### src/rtl/timer_cmd_tx.sv
// Command initiator for the one-hot serial timer: frames a 4-bit delay behind the 1101 start pattern,
// waits for done, pulses ack, then holds an idle gap. Optional watchdog: `define TIMER_CMD_TX_WATCHDOG_EN.
module timer_cmd_tx #(
   parameter int GAP_CYCLES      = 2,
   parameter int CYCLES_PER_UNIT = 1000,
   parameter int WD_SLACK        = 16,
   parameter int WD_W            = 16
) (
   input  logic       clk,
   input  logic       resetn,
   input  logic       cmd_valid,
   output logic       cmd_ready,
   input  logic [3:0] cmd_delay,
   output logic       d,
   input  logic       done,
   output logic       ack,
   output logic       busy,
   output logic       complete,
   output logic       err
);

   typedef enum logic [2:0] {
      S_IDLE,
      S_PRE,
      S_DATA,
      S_WAIT_DONE,
      S_ACK,
      S_GAP
   } state_t;

   localparam logic [3:0] START_PAT = 4'b1101;

   state_t     state_q, state_d;
   logic [3:0] sreg_q, sreg_d;
   logic [1:0] idx_q, idx_d;
   logic [1:0] idx_inc;
   logic [7:0] gap_q, gap_d;
   logic       d_q, d_d;
   logic       ack_q, ack_d;
   logic       err_q, err_d;
   logic       wd_expire;

`ifdef TIMER_CMD_TX_WATCHDOG_EN
   logic [WD_W-1:0] wd_cnt_q, wd_cnt_d;
   logic [WD_W-1:0] wd_limit;

   assign wd_limit = (WD_W'(sreg_q) + WD_W'(1)) * WD_W'(CYCLES_PER_UNIT) + WD_W'(WD_SLACK);

   // Count is the number of completed WAIT_DONE cycles; it restarts on every entry.
   always_comb begin
      wd_cnt_d  = '0;
      wd_expire = 1'b0;
      if (state_q == S_WAIT_DONE) begin
         wd_cnt_d  = wd_cnt_q + WD_W'(1);
         wd_expire = (wd_cnt_d == wd_limit);
      end
   end

   always_ff @(posedge clk) begin
      if (!resetn) wd_cnt_q <= '0;
      else         wd_cnt_q <= wd_cnt_d;
   end
`else
   assign wd_expire = 1'b0;
`endif

   // State register
   always_ff @(posedge clk) begin
      if (!resetn) begin
         state_q <= S_IDLE;
         sreg_q  <= '0;
         idx_q   <= '0;
         gap_q   <= '0;
         d_q     <= 1'b0;
         ack_q   <= 1'b0;
         err_q   <= 1'b0;
      end else begin
         state_q <= state_d;
         sreg_q  <= sreg_d;
         idx_q   <= idx_d;
         gap_q   <= gap_d;
         d_q     <= d_d;
         ack_q   <= ack_d;
         err_q   <= err_d;
      end
   end

   // Next-state logic
   always_comb begin
      state_d = state_q;
      sreg_d  = sreg_q;
      idx_d   = idx_q;
      gap_d   = gap_q;
      d_d     = 1'b0;
      ack_d   = 1'b0;
      err_d   = err_q;
      idx_inc = idx_q + 2'd1;
      // NOTE: d and ack are registered, so each is computed from the bit the next state will present,
      // which puts the first start bit on the wire in the cycle right after the handshake edge.
      unique case (state_q)
         S_IDLE: begin
            if (cmd_valid) begin
               sreg_d  = cmd_delay;
               idx_d   = 2'd0;
               err_d   = 1'b0;
               state_d = S_PRE;
               d_d     = START_PAT[3];
            end
         end
         S_PRE: begin
            if (idx_q == 2'd3) begin
               idx_d   = 2'd0;
               state_d = S_DATA;
               d_d     = sreg_q[3];
            end else begin
               idx_d = idx_inc;
               d_d   = START_PAT[~idx_inc];
            end
         end
         S_DATA: begin
            if (idx_q == 2'd3) begin
               state_d = S_WAIT_DONE;
            end else begin
               idx_d = idx_inc;
               d_d   = sreg_q[~idx_inc];
            end
         end
         S_WAIT_DONE: begin
            if (done) begin
               state_d = S_ACK;
               ack_d   = 1'b1;
            end else if (wd_expire) begin
               err_d   = 1'b1;
               state_d = S_IDLE;
            end
         end
         S_ACK: begin
            gap_d   = 8'(GAP_CYCLES - 1);
            state_d = S_GAP;
         end
         S_GAP: begin
            if (gap_q == 8'd0) state_d = S_IDLE;
            else               gap_d   = gap_q - 8'd1;
         end
         default: state_d = S_IDLE;
      endcase
   end

   // Outputs
   always_comb begin
      cmd_ready = (state_q == S_IDLE);
      busy      = (state_q != S_IDLE);
      d         = d_q;
      ack       = ack_q;
      complete  = ack_q;
      err       = err_q;
   end

endmodule

### config.mk
export PLATFORM = sky130hd
export DESIGN_NAME = timer_cmd_tx
export DESIGN_NICKNAME = d
export VERILOG_FILES = /design/src/rtl/timer_cmd_tx.sv
export SDC_FILE = /design/constraint.sdc
export NUM_CORES = 1
export LEC_CHECK = 0
export ABC_AREA = 1
export BUFFER_PORTS_ARGS = -buffer_cell sky130_fd_sc_hd__buf_2
export CAP_MARGIN = 20
export CORE_UTILIZATION = 30
export DETAILED_ROUTE_END_ITERATION = 6
export SYNTH_ARGS = -nofsm -noshare
export SYNTH_HDL_FRONTEND = slang
export SYNTH_SLANG_ARGS = --single-unit
### constraint.sdc
create_clock -name clk -period 2.7 [get_ports clk]
set_input_delay 0.27 -clock clk [delete_from_list [all_inputs] [get_ports clk]]
set_output_delay 0.27 -clock clk [all_outputs]
set_load 0.05 [all_outputs]
==> results.sh, run 1 <==
export IMPL_synth_top_cells_by_area="dfxtp_1, nand2_1, nor2_1, a21oi_1, nand3_1"
export IMPL_via_count=1047
export IMPL_hold_viol=0
export IMPL_fin_skew_ns=0.00329
export IMPL_rows=21
export IMPL_vias_per_cell=4.65
export IMPL_track_usage=0.124
export IMPL_die_height_um=62.9
export IMPL_finalWeightedCongestion=0.787
export IMPL_wirelength_mm=2.23
export IMPL_synthCells=167
export IMPL_period_share=0.619
export IMPL_drive_gt1_frac=0.134
export IMPL_io_pins=14
export IMPL_cts_clk_slew_worst_paths_ns=0.08
export IMPL_synth_top_cell_area_share=0.342
export IMPL_power_leakage_nw=0.582
export IMPL_cts_root_buf="clkbuf_8"
export IMPL_status="complete, no violations"
export IMPL_crit_arrival_ns=1.40
export IMPL_antenna_found_initial=0
export IMPL_cp_max_fo=8
export IMPL_clockBufferDepth=2
export IMPL_synth_seq_cells=19
export IMPL_grt_pass1_wl_mm=3.97
export IMPL_drt_iter0_markers=33
export IMPL_ant_nets=0
export IMPL_start_kind="flop"
export IMPL_insertion_delay_ns=0.26
export IMPL_yosysTopAreaCell="dfxtp_1"
export IMPL_coreArea_mm2=0.00344
export IMPL_post_cts_resized=0
export IMPL_antenna_cells=0
export IMPL_power_density_mw_per_mm2=1080
export IMPL_reg2reg_depth=9
export IMPL_dieArea_mm2=0.00396
export IMPL_critPathKind="flop to primary output"
export IMPL_grt_pass1_vias=872
export IMPL_hp_class="input pin to flop"
export IMPL_yosysWarningCount=0
export IMPL_report_final_slew_viol_count=0
export IMPL_placed_area_mm2=0.00120
export IMPL_synth_top_family_by_area="simple AND/OR/NAND/NOR gates"
export IMPL_areaGrowthSynthToFinish_pct=11.7
export IMPL_grt_setup_unrepaired="false"
export IMPL_synth_compound_area_share=0.143
export IMPL_synth_mux_area_frac=0
export IMPL_required_ns=2.43
export IMPL_htreeDepth=1
export IMPL_cts_buffers=3
export IMPL_grt_max_degree=12
export IMPL_cap_violations=0
export IMPL_synthXorXnorAreaFrac=0.00787
export IMPL_ir_worst_vdd_uv=258
export IMPL_cts_tree="yes"
export IMPL_synth_area_mm2=0.00111
export IMPL_setup_tns_final_ns=0
export IMPL_num_nets_final=193
export IMPL_initial_core_util=0.323
export IMPL_syn_area_per_cell_um2=6.66
export IMPL_hold_buffers=0
export IMPL_gr_total_overflow=0
export IMPL_fmaxAchievable_mhz=598
export IMPL_setup_viol=0
export IMPL_cts_sink_count=19
export IMPL_syn_nets=180
export IMPL_drc=0
export IMPL_worstSetupEndpointType="primary output"
export IMPL_postCtsSetupBuffers=0
export IMPL_wl_per_cell_um=9.91
export IMPL_fin_crit_ns=1.67
export IMPL_worstHoldPathCells=3
export IMPL_synthSimpleGateAreaFrac=0.350
export IMPL_final_cell_area_mm2=0.00124
export IMPL_synthAdderAreaFrac=0.0562
export IMPL_die_x_um=62.9
export IMPL_port_buffers=12
export IMPL_hpwl_mm=1.72
export IMPL_ys_types=23
export IMPL_synth_seq_area_share=0.342
export IMPL_firstDrtPassIters=4
## where the power goes
group	internal, W	leakage [nW]	switching, W	total (W)
logic	0.000224	0.402	0.000479	0.000703
registers	0.000356	0.155	0.0000781	0.000434
clock network	0.000103	0.0255	0.000104	0.000207
total	0.000683	0.582	0.000661	0.00134
## routing by layer
| metal | share of wire | track usage | up-vias |
|---|---|---|---|
| met5 | 0 | 0 | - |
| met4 | 0.0036 | 0.0523 | 0 |
| met3 | 0.034 | 0.0182 | 2 |
| met2 | 0.44 | 0.184 | 19 |
| met1 | 0.52 | 0.176 | 468 |
| li1 | - | - | 558 |
## worst paths after layout
path	start	endpoint	slack, ns
min reg2reg	sreg_q[1]	sreg_q[1]	0.46
max	state_q[1]	cmd_ready	1.03
max reg2reg	gap_q[0]	gap_q[7]	1.22
min	done	ack	0.25
## kinds of logic (layout without fill, tap and decap cells)
| group | Yosys count | in the layout |
|---|---|---|
| AOI/OAI and AO/OA | 29 | 29 |
| xor gates and xnor gates | 1 | 1 |
| adders and majority gates | 5 | 5 |
| buffers and inverters | 24 | 36 |
| DFF | 19 | 19 |
| other | 1 | 1 |
| and+or+nand+nor | 88 | 88 |
## cell usage after synthesis (all sizes together)
master,count
inv,19
dfxtp,19
conb,1
o21ai,10
ha,5
clkinv,1
nand4,2
buf,4
nand2,33
nor2,33
o21bai,1
xor2,1
nand3,15
a21oi,18
nand3b,1
nor3,4
## worst max-delay path, stage by stage, from the launching register on
cell and delay (ns):
dfxtp_1 0.41, nor2_2 0.20, nand2_1 0.11, inv_1 0.13, buf_2 0.28
## state kept, by name, indices dropped and copies added (netlist names)
register / flops
sreg_q: 4
state_q: 3
idx_q: 2
ack: 1
gap_q: 8
d: 1
## final cells by class
class / instances / area [um^2]
clock buffers: 3 / 41.3
clock inverters: 1 / 5.00
fillers: 390 / 2200
inverters: 20 / 75.1
multi-input cells: 124 / 623
flip-flops and latches: 19 / 380
well taps: 46 / 57.6
repair buffers: 12 / 60.1
## stage by stage
| stage | instances | power (W) | util | worst slack (ns) | hold slack (ns) |
|---|---|---|---|---|---|
| global route | 225 | 0.00148 | 0.361 | 0.946 | 0.279 |
| finish | 225 | 0.00134 | 0.361 | 1.03 | 0.252 |
| floorplan | 167 | 0.00102 | - | 0.742 | 0.389 |
| detailed placement | 221 | 0.00115 | 0.348 | 1.21 | 0.447 |
| CTS | 225 | 0.00135 | 0.361 | 1.03 | 0.253 |
| global placement | 221 | 0.00115 | 0.348 | 1.21 | 0.446 |
## cell usage in the layout (no fill, tap or decap), drive strengths merged, types with 2 or more instances in the layout
cell type / count
nand2: 33
nor2: 33
dfxtp: 19
inv: 19
a21oi: 18
nand3: 15
buf: 12
o21ai: 10
ha: 5
nor3: 4
clkbuf: 3
nand4: 2
clkinv: 2
Power figures use the tool's default switching activity.
==> run 2, diff against run 1 <==
- clock period: 2.7 -> 1.35 ns (I/O delays scaled with it)
==> results.sh, run 2 (synthesized netlist as in run 1, its figures left out) <==
export IMPL_status="complete, no violations"
export IMPL_nFillCells=348
export IMPL_required_ns=1.55
export IMPL_hp_class="input pin to flop"
export IMPL_worstSetupEndpointType="flop"
export IMPL_num_nets_final=212
export IMPL_die_x_um=62.9
export IMPL_start_kind="flop"
export IMPL_firstDrtPassIters=4
export IMPL_regMostFlops="gap_q"
export IMPL_min_delay_start="done"
export IMPL_ant_nets=0
export IMPL_p_sw_w=0.00156
export IMPL_drive_gt1_frac=0.364
export IMPL_dp_cells=235
export IMPL_wirelength_mm=2.83
export IMPL_r2r_end="gap_q[7]"
export IMPL_rows=21
export IMPL_period_share=0.977
export IMPL_initial_core_util=0.323
export IMPL_critPathBufInv=0
export IMPL_drc=0
export IMPL_track_usage=0.141
export IMPL_worstHoldPathCells=3
export IMPL_fin_skew_ns=0.00578
export IMPL_via_count=1158
export IMPL_port_buffers=12
export IMPL_power_frac_comb=0.598
export IMPL_cts_root_buf="clkbuf_8"
export IMPL_path_common_cell="nand2_1"
export IMPL_insertion_delay_ns=0.26
export IMPL_power_leakage_nw=0.702
export IMPL_cts_buffers=3
export IMPL_die_height_um=62.9
export IMPL_place_ws_ns=0.0261
export IMPL_multi_input_area_um2=744
export IMPL_hold_path_end="ack"
export IMPL_crit_arrival_ns=1.52
export IMPL_final_cells=244
export IMPL_wl_per_cell_um=11.6
export IMPL_top_regs="gap_q (8), sreg_q (4), state_q (3)"
export IMPL_cp_max_fo=8
export IMPL_htreeDepth=1
export IMPL_r2r_start="state_q[1]"
export IMPL_cp_slowest_stage_delay_ns=0.39
export IMPL_fin_crit_ns=1.32
export IMPL_p_clk_frac=0.127
export IMPL_cp_cell_sequence="nor2_4 -> nand2_1 -> nand2_8 -> nand2_2 -> nand2_1 -> nand2_1 -> nor2_1"
export IMPL_ir_worst_vdd_uv=622
export IMPL_cap_violations=0
export IMPL_hpwl_mm=1.95
export IMPL_swShare=0.481
export IMPL_grt_max_degree=12
export IMPL_areaGrowthSynthToFinish_pct=38.9
export IMPL_setup_viol=0
export IMPL_report_final_slew_viol_count=0
export IMPL_grt_pass1_wl_mm=4.37
export IMPL_dieArea_mm2=0.00396
export IMPL_largest_register_ff_count=8
export IMPL_hold_viol=0
export IMPL_placed_area_mm2=0.00132
export IMPL_cts_sink_count=19
export IMPL_vias_per_cell=4.75
export IMPL_ff2ff_setup_slack_ns=0.03
export IMPL_grt_setup_unrepaired="true"
export IMPL_drt_iter0_markers=80
export IMPL_hold_buffers=0
export IMPL_grt_pass1_vias=1005
export IMPL_critPathKind="flop to flop"
export IMPL_final_cell_area_mm2=0.00155
export IMPL_pwr_share_seq=0.275
export IMPL_finalWeightedCongestion=0.834
export IMPL_cts_clk_slew_worst_paths_ns=0.08
export IMPL_antenna_found_initial=0
export IMPL_io_pins=14
export IMPL_power_density_mw_per_mm2=2090
export IMPL_cts_tree="yes"
export IMPL_reg2reg_depth=7
export IMPL_internal_power_w=0.00168
export IMPL_clockBufferDepth=2
export IMPL_final_cell_mix="nor2_1, nand2_1, a21oi_1"
export IMPL_setup_ws_ns=0.0307
export IMPL_seqCellArea_um2=397
export IMPL_coreArea_mm2=0.00344
export IMPL_antenna_cells=0
export IMPL_path_delay_family="simple AND/OR/NAND/NOR gates"
export IMPL_layout_commonest_cell="nor2_1"
export IMPL_slowest_stage="dfxtp_4"
export IMPL_fmaxAchievable_mhz=758
export IMPL_gr_total_overflow=0
export IMPL_power_w=0.00324
-- run 2: cell count changes in the layout (fill, tap and decap cells not counted), sizes merged --
cell / previous run / this run
buf: 12 / 30
nand2: 33 / 34
clkinvlp: 0 / 1
clkbuf: 3 / 4
inv: 19 / 18
clkinv: 2 / 1
-- run 2: timing repair --
action,CTS,global route
gates cloned,0,1
pin swaps,0,11
endpoints found under the setup margin,1,14
resized for setup,1,44
buffers inserted,0,4
-- run 2: metal layers --
metal | part of all wire | routed length, um | GRT usage | vias up
li1 | - | - | - | 602
met1 | 0.45 | 1280 | 0.175 | 526
met2 | 0.50 | 1410 | 0.235 | 27
met3 | 0.037 | 104 | 0.0219 | 3
met4 | 0.0081 | 23 | 0.0698 | 0
met5 | 0 | 0 | 0 | -
-- run 2: worst max path at each step --
| stage | start | to | cells after the start |
|---|---|---|---|
| 6_report | state_q[1] | gap_q[7] | 7 |
| 5_1_grt | state_q[1] | gap_q[7] | 7 |
| 4_1_cts | idx_q[0] | state_q[1] | 8 |
| 3_5_place_dp | idx_q[0] | state_q[1] | 8 |
| 3_3_place_gp | state_q[1] | state_q[1] | 9 |
| 2_1_floorplan | state_q[1] | d | 8 |
-- run 2: through the flow --
step / setup TNS, ns / util / hold slack (ns)
detailed placement: 0 / 0.384 / 0.386
CTS: 0 / 0.398 / 0.109
finish: 0 / 0.449 / 0.106
global placement: 0 / 0.384 / 0.385
floorplan: -0.290 / - / 0.248
global route: -0.150 / 0.449 / 0.120
-- run 2: area by class of cell --
cell class | instances | share of cell area
Multi-Input combinational cell | 125 | 0.482
Clock buffer | 4 | 0.0291
Tap cell | 46 | 0.0372
Sequential cell | 19 | 0.257
Inverter | 20 | 0.0526
Timing Repair Buffer | 30 | 0.143
-- run 2: worst reg2reg max path, delay by kind of cell, from the launching register on --
family | cells | cell delay, ns
simple gates | 7 | 0.87
flops | 1 | 0.39
-- run 2: power by group through the flow --
stage	Sequential [W]	Clock (W)	Combinational (W)
CTS	0.000854	0.000415	0.00165
floorplan	0.000888	0	0.00124
global placement	0.000862	0	0.00164
finish	0.000890	0.000410	0.00194
global route	0.000920	0.000449	0.00215
detailed placement	0.000867	0	0.00163
